`src/rtl/mul_pkg.sv`:
```
// Shared multiplier constants, also used by the multiply FU for its result countdown.
package mul_pkg;

  localparam int MUL_WIDTH   = 32;
  localparam int MUL_LATENCY = 6;
  localparam int MUL_PWIDTH  = 2 * MUL_WIDTH;

  // Slots of the partial-product bundle carried through the first pipeline stage.
  localparam int PP_LL   = 0;
  localparam int PP_LH   = 1;
  localparam int PP_HL   = 2;
  localparam int PP_HH   = 3;
  localparam int PP_CORR = 4;
  localparam int PP_N    = 5;

  function automatic int prod_width(input int width);
    return 2 * width;
  endfunction

endpackage

```
`src/rtl/mul_delay_line.sv`:
```
// Clearable shift register that pads the multiplier out to its full latency.
// DEPTH must be at least 1; the last stage is the block's output flop.
module mul_delay_line #(
  parameter int DEPTH = 1,
  parameter int W     = 8
) (
  input  logic         CLK,
  input  logic         SCLR,
  input  logic [W-1:0] d_i,
  output logic [W-1:0] q_o
);

  logic [W-1:0] stage_q [DEPTH] = '{default: '0};

  // Shift one stage per clock; SCLR flushes every stage to zero.
  always_ff @(posedge CLK) begin
    if (SCLR) begin
      for (int i = 0; i < DEPTH; i++) stage_q[i] <= '0;
    end else begin
      stage_q[0] <= d_i;
      for (int i = 1; i < DEPTH; i++) stage_q[i] <= stage_q[i-1];
    end
  end

  assign q_o = stage_q[DEPTH-1];

endmodule

```
`src/rtl/multiplier_pipe.sv`:
```
// Fully pipelined WIDTH x WIDTH multiplier with exactly LATENCY clock edges of delay.
// Define MULTIPLIER_PIPE_SIGNED_EN for two's-complement operands and product.
module multiplier_pipe
  import mul_pkg::*;
#(
  parameter int WIDTH   = MUL_WIDTH,
  parameter int LATENCY = MUL_LATENCY
) (
  input  logic                 CLK,
  input  logic                 SCLR,
  input  logic [WIDTH-1:0]     A,
  input  logic [WIDTH-1:0]     B,
  output logic [2*WIDTH-1:0]   P
);

  localparam int PW  = prod_width(WIDTH);
  localparam int LO  = WIDTH / 2;
  localparam int PAD = (LATENCY > 1) ? LATENCY - 1 : 1;

  logic [PW-1:0] pp_d [PP_N];
  logic [PW-1:0] pp_s [PP_N];
  logic [PW-1:0] sum_d;

  // Split each operand in halves; the signed build adds a correction term that
  // turns the unsigned product into the two's-complement one modulo 2^PW.
  always_comb begin
    pp_d[PP_LL] = PW'(A[LO-1:0])    * PW'(B[LO-1:0]);
    pp_d[PP_LH] = PW'(A[LO-1:0])    * PW'(B[WIDTH-1:LO]);
    pp_d[PP_HL] = PW'(A[WIDTH-1:LO]) * PW'(B[LO-1:0]);
    pp_d[PP_HH] = PW'(A[WIDTH-1:LO]) * PW'(B[WIDTH-1:LO]);
`ifdef MULTIPLIER_PIPE_SIGNED_EN
    pp_d[PP_CORR] = (A[WIDTH-1] ? PW'(B) : '0) + (B[WIDTH-1] ? PW'(A) : '0);
`else
    pp_d[PP_CORR] = '0;
`endif
  end

  if (LATENCY == 1) begin : g_direct
    assign pp_s = pp_d;
  end else begin : g_staged
    logic [PW-1:0] pp_q [PP_N] = '{default: '0};

    // Partial-product register; this is where A/B are sampled.
    always_ff @(posedge CLK) begin
      if (SCLR) begin
        for (int i = 0; i < PP_N; i++) pp_q[i] <= '0;
      end else begin
        pp_q <= pp_d;
      end
    end

    assign pp_s = pp_q;
  end

  // Recombine partial products; the correction is zero in the unsigned build.
  always_comb begin
    sum_d = pp_s[PP_LL]
          + (pp_s[PP_LH] << LO)
          + (pp_s[PP_HL] << LO)
          + (pp_s[PP_HH] << (2 * LO))
          - (pp_s[PP_CORR] << WIDTH);
  end

  mul_delay_line #(
    .DEPTH (PAD),
    .W     (PW)
  ) u_out_dly (
    .CLK  (CLK),
    .SCLR (SCLR),
    .d_i  (sum_d),
    .q_o  (P)
  );

endmodule

```
`config.mk`:
```
export PLATFORM = sky130hd
export DESIGN_NAME = multiplier_pipe
export DESIGN_NICKNAME = d
export VERILOG_FILES = /design/src/rtl/mul_pkg.sv /design/src/rtl/mul_delay_line.sv /design/src/rtl/multiplier_pipe.sv
export SDC_FILE = /design/constraint.sdc
export NUM_CORES = 2
export LEC_CHECK = 0
export BUFFER_PORTS_ARGS = -buffer_cell sky130_fd_sc_hd__buf_2
export CAP_MARGIN = 20
export CORE_AREA = 3 3 380 382
export CTS_BUF_LIST = sky130_fd_sc_hd__clkbuf_16
export DETAILED_ROUTE_END_ITERATION = 16
export DIE_AREA = 0 0 383 385
export PLACE_DENSITY_LB_ADDON = 0.1
export SLEW_MARGIN = 30
export SYNTH_ARGS = -nofsm -noshare
export SYNTH_HDL_FRONTEND = slang
export SYNTH_SLANG_ARGS = --single-unit
```
`constraint.sdc`:
```
create_clock -name CLK -period 5.5 [get_ports CLK]
set_input_delay 0.275 -clock CLK [delete_from_list [all_inputs] [get_ports CLK]]
set_output_delay 0.275 -clock CLK [all_outputs]
set_load 0.02 [all_outputs]
```
==> summary.txt <==
Worst setup path
  • Slowest CP cell: fa_1
  • Critical-path cell list: buf_4 -> buf_4 -> and2_1 -> fa_1 -> fa_1 -> fa_1 -> fa_1 -> fa_1 -> inv_1 -> fa_1 -> inv_2 -> ha_4 -> nand3_4 -> nor3_2 -> nand3_2 -> o31ai_4 -> o41ai_4 -> buf_4 -> o31a_1 -> buf_4 -> or4_1 -> nand3_1
  • CP Buf/Inv Count: 6
  • CP arrival: 6.04 ns
  • FF-to-FF path depth: 12
  • CP Class: in2reg
  • Cell mode on critical path: fa_1
  • Worst Path Required: 6.09 ns
  • CP Max Fanout: 11
  • Critical Path Source Type: input port
  • FF-to-FF Start: g_staged.pp_q[129]
  • R2R setup slack: 1.73 ns
  • Crit path largest cell delay: 0.58 ns
  • Crit end category: register
  • Reg2reg end: u_out_dly.stage_q[0][61]
  • Top delay family on crit path: adder cells

Route
  • Detailed Route WL: 137200 um
  • 1st-pass router iterations: 5
  • Wire length per cell: 17.70 um
  • Via count: 35380
  • Initial DRC count: 1853
  • DRC: 0
  • DR vias/cell: 4.562
  • Remaining antenna violation count after routing: 0

Yosys
  • Async S/R FF share, synth: 0
  • Largest family of logic cells by synthesized area: adder cells
  • Syn_area_per_cell: 9.167 um2
  • Synth unique cells: 83
  • Post-synth EDFFs: 0
  • Sequential fraction of the synthesis area: 0.1816
  • Synth top area cells: fa_1 33%, dfxtp_1 18%, ha_1 11%
  • Post-synth top area share: 0.3280
  • Prevailing post-synth register cell: dfxtp_1
  • Multiplexer share of the synthesized area: 0.002610
  • Syn_nets: 6709
  • Number of synthesized register bits: 448
  • Yosys top cell by area: fa_1
  • Synth Area in Compound Gates: 0.06654
  • Xor/xnor share of the synthesized area: 0.01933
  • Mapped cell area: 49380 um2
  • Post-Synth Adder-Cell Area: 0.4415
  • Post-Synthesis Cells: 5386
  • Synth warn: 0
  • Simple-Gate Fraction of Synth Area: 0.1858

Timing
  • Final hold vios: 0
  • Final setup skew: 0.07509 ns
  • Final Slew Violations: 0
  • RSZ-0062 raised after global routing: yes
  • Slew @ Worst Pin: 0.9132 ns
  • Fin crit period: 5.455 ns
  • Crit share post-route: 0.9918
  • Worst relative slew slack: 0.3912
  • Setup violators final: 0
  • Fmax: 183.3 MHz
  • Setup TNS: 0 ns

Die
  • Chip width: 383 um
  • Die Y: 385 um
  • Die footprint: 147500 um2
  • I/O pins: 130
  • CORE AREA: 141400 um2
  • Site Rows: 138
  • Initial Util: 0.3492

Layout
  • Most common cell after layout, fill and taps aside: inv_1
  • Filler cell count: 14240
  • Area grow syn2layout: 18.57%
  • Most frequent cells in the layout: 949 x inv_1, 797 x fa_1, 633 x nand2_1, 535 x buf_4, 471 x and2_1
  • Layout cells sized above 1: 0.1615
  • Final nets: 7147

GRT
  • Global-route wire length before repair: 217900 um
  • Vias in the first global route: 37920
  • All-Layer GR Usage: 0.1893
  • GR Overflow Total: 0
  • Pin count of the biggest net entering global routing: 194
  • Initial antenna violation count: 10

Clock network
  • TritonCTS clock tree: built
  • CTS max path bufs: 3
  • CTS Root Cell: clkbuf_16
  • Clk sinks: 448
  • Clock transition at path regs: 0.06 ns
  • CTS buffer count: 49
  • H-tree depth: 2
  • Clk_lat worst skew: 0.64 ns
  • CTS Hold Buffers Added: 0

Min path
  • Hold Crit Endpoint: u_out_dly.stage_q[0][118]
  • Hold Crit Depth: 2
  • Start point of the worst hold path: SCLR
  • Hold Path Class: in2reg

Place
  • Post-detail-place hpwl: 115500 um
  • IO Port Bufs: 129
  • RD Place Congestion: 0.8645

Job
  • Max cap viols: 0

Run status
  • Status: finished clean
[metal layers]
| layer | global-route usage | wire length [um] |
|---|---|---|
| met5 | 0 | 34 |
| met4 | 0.04429 | 3007 |
| met3 | 0.02488 | 6328 |
| met2 | 0.3042 | 61420 |
| met1 | 0.2705 | 66450 |
[what timing repair did]
action / in CTS / in global routing
gates resized for setup: 17 / 144
pin swaps: 0 / 53
buffers inserted: 0 / 20
cloned: 0 / 2
setup endpoints to repair: 21 / 52
[cell families after synthesis]
| logic type | Yosys count |
|---|---|
| buffers and inverters | 1283 |
| adder cells (fa/ha/maj) | 1257 |
| multiplexers | 12 |
| AND/OR/NAND/NOR | 1789 |
| AO/OA/AOI/OAI | 488 |
| flip-flops | 448 |
| XOR/XNOR | 109 |
[state kept, by name, indices dropped and copies added (netlist names)]
name,flops
u_out_dly.stage_q,320
g_staged.pp_q,128
[metrics by stage]
step | setup WS [ns] | util | instances | area [um2] | hold WS, ns
finish | 0.04529 | 0.4140 | 7755 | 58540 | 0.1241
global route | -0.1133 | 0.4140 | 7755 | 58540 | 0.1413
floorplan | -0.1322 | - | 5386 | 49890 | 0.4138
CTS | 0.002097 | 0.4081 | 7733 | 57710 | 0.09855
detailed placement | -0.8864 | 0.3962 | 7642 | 56020 | 0.4204
global placement | -0.8004 | 0.3962 | 7642 | 56020 | 0.4186
[final cells by class]
| cell class | instances | area, um2 | area share |
|---|---|---|---|
| inverter | 948 | 3558 | 0.06078 |
| multi-input combinational | 3655 | 36110 | 0.6167 |
| antenna | 1 | 2.502 | 0.00004274 |
| timing repair buffer | 722 | 5908 | 0.1009 |
| tap | 1890 | 2365 | 0.04039 |
| sequential | 448 | 8969 | 0.1532 |
| clock inverter | 42 | 409.1 | 0.006989 |
| clock buffer | 49 | 1226 | 0.02094 |
[worst max path at each step]
stage           from                 end  slack (ns)  cells after the start
2_1_floorplan  A[24]   g_staged.pp_q[91]       -0.13                     21
3_3_place_gp   A[26]  g_staged.pp_q[156]       -0.80                     21
3_5_place_dp   A[26]   g_staged.pp_q[90]       -0.89                     22
4_1_cts        B[20]   g_staged.pp_q[90]       0.002                     24
5_1_grt        A[23]   g_staged.pp_q[90]       -0.11                     25
6_report       A[18]   g_staged.pp_q[90]        0.05                     22
[cells in the mapped netlist, drive strengths merged, types with 19 or more instances]
cell type / instances
nand2: 634
inv: 947
fa: 809
o21ai: 81
dfxtp: 448
xnor2: 58
o21bai: 20
a31oi: 19
clkbuf: 263
buf: 72
nand4: 23
xor2: 51
nor2: 162
and2: 485
nor2b: 310
nor3: 46
a211oi: 35
ha: 448
and3: 29
a21oi: 137
nand3: 33
a21o: 78
o21a: 29
Power is not shown: default switching activity piles up to over one toggle a cycle in this logic, so the estimate is an artifact.
